### src/rtl/multicycle_controller.sv
// Multicycle instruction-sequencing controller: FETCH/EXECUTE/HALT/FAULT FSM driving
// datapath strobes combinationally from state and inputs, with fetch timeout and retired count.
module multicycle_controller #(
  parameter int TIMEOUT = 15,
  parameter int CNT_W   = 16
) (
  input  logic             Clk,
  input  logic             reset,
  input  logic [3:0]       Opcode,
  input  logic             Z,
  input  logic             C,
  input  logic             MemReady,
  input  logic             Resume,
  output logic             LoadIR,
  output logic             IncPC,
  output logic             SelPC,
  output logic             LoadPC,
  output logic             LoadReg,
  output logic             LoadAcc,
  output logic [1:0]       SelAcc,
  output logic [3:0]       SelALU,
  output logic             MemReq,
  output logic             Halted,
  output logic             Fault,
  output logic             IllegalOp,
  output logic [CNT_W-1:0] InstrCount
);

  typedef enum logic [1:0] {
    S_FETCH   = 2'd0,
    S_EXECUTE = 2'd1,
    S_HALT    = 2'd2,
    S_FAULT   = 2'd3
  } state_t;

  localparam logic [3:0] OP_NOP   = 4'b0000;
  localparam logic [3:0] OP_ADD   = 4'b0001;
  localparam logic [3:0] OP_SUB   = 4'b0010;
  localparam logic [3:0] OP_NOR   = 4'b0011;
  localparam logic [3:0] OP_R2A   = 4'b0100;
  localparam logic [3:0] OP_A2R   = 4'b0101;
  localparam logic [3:0] OP_JZR   = 4'b0110;
  localparam logic [3:0] OP_JZI   = 4'b0111;
  localparam logic [3:0] OP_JNZR  = 4'b1000;
  localparam logic [3:0] OP_JCI   = 4'b1001;
  localparam logic [3:0] OP_JNZI  = 4'b1010;
  localparam logic [3:0] OP_SHFL  = 4'b1011;
  localparam logic [3:0] OP_SHFR  = 4'b1100;
  localparam logic [3:0] OP_I2A   = 4'b1101;
  localparam logic [3:0] OP_ILL   = 4'b1110;
  localparam logic [3:0] OP_HALT  = 4'b1111;

  // Last wait count before the fetch is declared dead.
  localparam logic [7:0] WAIT_LAST = 8'(TIMEOUT - 1);

  state_t           state_q, state_d;
  logic [7:0]       wait_q, wait_d;
  logic [CNT_W-1:0] cnt_q, cnt_d;

  always_comb begin
    state_d = state_q;
    wait_d  = wait_q;
    cnt_d   = cnt_q;
    case (state_q)
      S_FETCH: begin
        if (MemReady) begin
          state_d = S_EXECUTE;
        end else if (wait_q == WAIT_LAST) begin
          state_d = S_FAULT;
        end else begin
          wait_d = wait_q + 8'd1;
        end
      end
      S_EXECUTE: begin
        wait_d  = '0;
        state_d = (Opcode == OP_HALT) ? S_HALT : S_FETCH;
        if (cnt_q != '1) cnt_d = cnt_q + CNT_W'(1);
      end
      S_HALT: begin
        if (Resume) begin
          state_d = S_FETCH;
          wait_d  = '0;
        end
      end
      default: state_d = S_FAULT;
    endcase
  end

  always_ff @(posedge Clk or posedge reset) begin
    if (reset) begin
      state_q <= S_FETCH;
      wait_q  <= '0;
      cnt_q   <= '0;
    end else begin
      state_q <= state_d;
      wait_q  <= wait_d;
      cnt_q   <= cnt_d;
    end
  end

  assign InstrCount = cnt_q;

  // Reset gates every strobe directly so nothing leaks out while it is held.
  always_comb begin
    LoadIR    = 1'b0;
    IncPC     = 1'b0;
    SelPC     = 1'b0;
    LoadPC    = 1'b0;
    LoadReg   = 1'b0;
    LoadAcc   = 1'b0;
    SelAcc    = 2'b00;
    SelALU    = 4'b0000;
    MemReq    = 1'b0;
    Halted    = 1'b0;
    Fault     = 1'b0;
    IllegalOp = 1'b0;
    if (!reset) begin
      case (state_q)
        S_FETCH: begin
          MemReq = 1'b1;
          LoadIR = MemReady;
        end
        S_EXECUTE: begin
          case (Opcode)
            OP_ADD, OP_SUB, OP_NOR, OP_SHFL, OP_SHFR: begin
              LoadAcc = 1'b1;
              SelALU  = Opcode;
              IncPC   = 1'b1;
            end
            OP_R2A: begin
              LoadAcc = 1'b1;
              SelAcc  = 2'b01;
              IncPC   = 1'b1;
            end
            OP_I2A: begin
              LoadAcc = 1'b1;
              SelAcc  = 2'b10;
              IncPC   = 1'b1;
            end
            OP_A2R: begin
              LoadReg = 1'b1;
              IncPC   = 1'b1;
            end
            OP_JZR, OP_JZI: begin
              LoadPC = Z;
              SelPC  = Z & (Opcode == OP_JZI);
              IncPC  = ~Z;
            end
            OP_JNZR, OP_JNZI: begin
              LoadPC = ~Z;
              SelPC  = ~Z & (Opcode == OP_JNZI);
              IncPC  = Z;
            end
            OP_JCI: begin
              LoadPC = C;
              SelPC  = C;
              IncPC  = ~C;
            end
            OP_ILL: begin
              IncPC     = 1'b1;
              IllegalOp = 1'b1;
            end
            OP_HALT: ;
            default: IncPC = 1'b1;
          endcase
        end
        S_HALT: begin
          Halted = 1'b1;
          IncPC  = Resume;
        end
        default: Fault = 1'b1;
      endcase
    end
  end

endmodule

### config.mk
export PLATFORM = sky130hd
export DESIGN_NAME = multicycle_controller
export DESIGN_NICKNAME = d
export VERILOG_FILES = /design/src/rtl/multicycle_controller.sv
export SDC_FILE = /design/constraint.sdc
export NUM_CORES = 1
export LEC_CHECK = 0
export CAP_MARGIN = 20
export CORE_AREA = 2 2 61 63
export DETAILED_ROUTE_END_ITERATION = 8
export DIE_AREA = 0 0 63 65
export GPL_TIMING_DRIVEN = 1
export PLACE_DENSITY = 0.89
export SKIP_CTS_REPAIR_TIMING = 1
export SLEW_MARGIN = 10
export SYNTH_ARGS = -nofsm -noshare
export SYNTH_HDL_FRONTEND = slang
export SYNTH_SLANG_ARGS = --single-unit
### constraint.sdc
create_clock -name Clk -period 5 [get_ports Clk]
set_input_delay 1 -clock Clk [delete_from_list [all_inputs] [get_ports Clk]]
set_output_delay 1 -clock Clk [all_outputs]
set_load 0.1 [all_outputs]
==> flow_metrics.py <==
metrics = {
    "clock_network": {
        "cts_tree": "built",
        "clockBufferDepth": 2,
        "cts_root_buf": "clkbuf_4",
        "clock_sinks": 26,
        "cts-buffers-inserted": 3,
        "h-tree-depth": 1,
        "clk_pin_slew_ns": 0.14,
        "insertion_delay_ns": 0.33,
    },
    "cells_and_area": {
        "syn_to_final_growth_pct": 27.9,
        "fillers": 305,
        "drive_gt1_share_pct": 13.7,
        "multi_input_area_mm2": 0.00108,
        "diodes": 0,
        "final_nets": 267,
        "regArea_um2": 651,
    },
    "routing": {
        "drc": 0,
        "drt_iter0_drc": 49,
        "vias": 1639,
        "routed_wl_um": 4030,
        "routedWlPerCell_um": 13.6,
        "first_pass_iters": 4,
        "vias_per_cell": 5.54,
        "drt.antenna.violating_nets": 0,
    },
    "logic_synthesis": {
        "synth_seq_cells": 26,
        "async_reset_ff_share_pct": 100,
        "synth_edf_count": 0,
        "syn_nets": 225,
        "synth_top_area_cell": "dfrtp_1",
        "synth.distinct_cells": 49,
        "syn-mean-instance-area_um2": 8.63,
        "ys.flop_type": "dfrtp_1",
        "yosysWarnings": 0,
        "seq_area_frac_synth_pct": 36.4,
        "synth_area_leaders": "dfrtp_1 36%, ha_1 5.6%, xor2_1 5.4%, nand2_1 5.0%, nor3_1 3.9%",
        "syn_inst": 207,
        "syn_area_mm2": 0.00179,
        "synth_top_area_share_pct": 36.4,
    },
    "global_routing": {
        "met1_usage_pct": 24.5,
        "grt_max_degree": 27,
        "antenna_found_initial": 0,
        "busiest_layer": "met2",
        "grt_use_total_pct": 19.6,
        "overflow": 0,
        "grt.met3_usage_pct": 1.91,
        "grt_use_met2_pct": 35.9,
        "grt_pass1_vias": 1555,
        "grt_pass1_wl_um": 6640,
    },
    "power_and_ir_drop": {
        "fin_total_pwr_mw": 1.14,
        "p_switching_mw": 0.624,
        "p_clk_share_pct": 12.8,
        "pwr-share-comb_pct": 60.2,
        "p_per_area_mw_per_mm2": 501,
        "p_sw_share_pct": 54.6,
        "seq_power_share_pct": 27.0,
        "max-vdd-ir-drop_uv": 386,
        "internal_power_mw": 0.519,
        "p_leak_nw": 1.04,
    },
    "worst_setup_path": {
        "start_kind": "input pin",
        "crit_path_max_fanout": 10,
        "cp_slowest_cell": "clkdlybuf4s50_1",
        "worstPathRequired_ns": 4.00,
        "max_stage_delay_ns": 0.63,
        "cp_cell_sequence": "clkdlybuf4s50_1, and3b_1, o21ai_0, a32oi_1, nor3_1, buf_4",
        "cpLargestDelayFamily": "buffers and inverters",
        "path_buf_inv": 2,
        "critPathKind": "input pin to output pin",
        "cp.arrival_ns": 2.75,
        "cp-end-kind": "output pin",
    },
    "hold_path": {
        "hp-class": "register to register",
    },
    "floorplan": {
        "core_area_mm2": 0.00350,
        "ios": 42,
        "dieWidth_um": 63,
        "rows": 22,
        "die_y_um": 65,
        "initial_core_util_pct": 51.1,
        "die-area_mm2": 0.00410,
    },
    "flow_run": {
        "maxCapViolations": 0,
    },
    "placement": {
        "gp_routability_congestion": 0.860,
        "hpwl_um": 3070,
        "port_buffers": 41,
    },
    "status": {
        "outcome": "completed",
    },
    "sta": {
        "min_period_ns": 3.75,
        "finalSetupViolCount": 0,
        "grt_setup_unrepaired": "no",
        "timing.final.crit_share_pct": 75.0,
        "max_freq_mhz": 267,
        "hold_viol_final": 0,
        "worst_pin_slew_ns": 0.970,
        "final_max_slew_viol_count": 0,
        "finalSetupTns_ns": 0,
        "fin_worst_skew_ns": 0.0162,
        "slew_headroom_pct": 35.1,
    },
}
## kinds of logic after synthesis
kind of cell / after synthesis / share of synthesized area, %
AND/OR/NAND/NOR: 100 / 31.2
AO/OA/AOI/OAI: 42 / 15.3
flip-flops: 26 / 36.4
buffers and inverters: 15 / 3.15
XOR/XNOR: 13 / 6.38
adder cells (fa/ha/maj): 8 / 5.61
multiplexers: 3 / 1.96
## synth_stat cells, types with 2 or more instances
library cell	count
nor2_1	16
nand2_1	24
nor4_1	2
o21ai_0	11
nand4_1	4
xor2_1	11
nand3b_1	2
dfrtp_1	26
and3_1	5
nand3_1	6
nor3_1	14
clkbuf_1	5
a21oi_1	13
or3_1	2
mux2i_1	2
inv_1	10
a211oi_1	3
xnor2_1	2
o211ai_1	4
ha_1	8
nand2b_1	2
nor2b_1	8
## registers in the layout, summed over array words and instances (netlist names)
signal      count
InstrCount     16
state_q         2
wait_q          8
## power by group through the flow
stage	clock, mW	sequential [mW]	combinational (mW)
after floorplan	0	0.494	0.348
after global placement	0	0.310	0.676
after detailed placement	0	0.312	0.686
after CTS	0.149	0.308	0.687
after global routing	0.158	0.316	0.732
final	0.146	0.308	0.688
## layout by cell type (no fill, tap or decap), types with 3 or more instances in the layout
cell type	n
nor3_1	14
a211oi_1	3
o211ai_1	4
ha_1	8
o21ai_0	11
clkdlybuf4s50_1	25
inv_1	10
xor2_1	11
and3_1	5
nor2_1	16
nand2_1	24
nand4_1	4
a21oi_1	13
buf_4	16
clkbuf_4	3
dfrtp_1	26
nor2b_1	8
nand3_1	6
## layout make-up
class	instances	area share [%]
Clock buffer	3	0.986
Inverter	10	1.64
Timing Repair Buffer	42	17.4
Sequential cell	26	28.5
Clock inverter	1	1.32
Tap cell	48	2.63
Multi-Input combinational cell	166	47.5
## worst paths after layout
check	from	to	slack, ns	cells after the start
max	Opcode[1]	IncPC	1.25	6
min	wait_q[7]	wait_q[7]	0.51	1
max reg2reg	state_q[0]	wait_q[4]	2.85	6
min reg2reg	wait_q[7]	wait_q[7]	0.51	1
max in group asynchronous	reset	wait_q[6]	3.33	3
min in group asynchronous	reset	InstrCount[13]	1.21	2
## metrics by stage
| stage | instance area, um^2 | hold slack, ns | instances | setup WS [ns] | utilization (%) |
|---|---|---|---|---|---|
| floorplan | 1790 | 0.450 | 207 | 0.229 | - |
| global placement | 2200 | 0.475 | 291 | 1.29 | 63.0 |
| detailed placement | 2200 | 0.475 | 291 | 1.27 | 63.0 |
| CTS | 2260 | 0.503 | 295 | 1.25 | 64.5 |
| global route | 2280 | 0.541 | 296 | 1.13 | 65.3 |
| finish | 2280 | 0.506 | 296 | 1.25 | 65.3 |
## metal layers
| metal | part of all wire [%] | vias to the layer above |
|---|---|---|
| li1 | - | 819 |
| met1 | 45 | 789 |
| met4 | 0.72 | 0 |
| met3 | 2.5 | 4 |
| met2 | 51 | 27 |
| met5 | 0 | - |
Note: power is estimated with default switching activity, not from simulation.
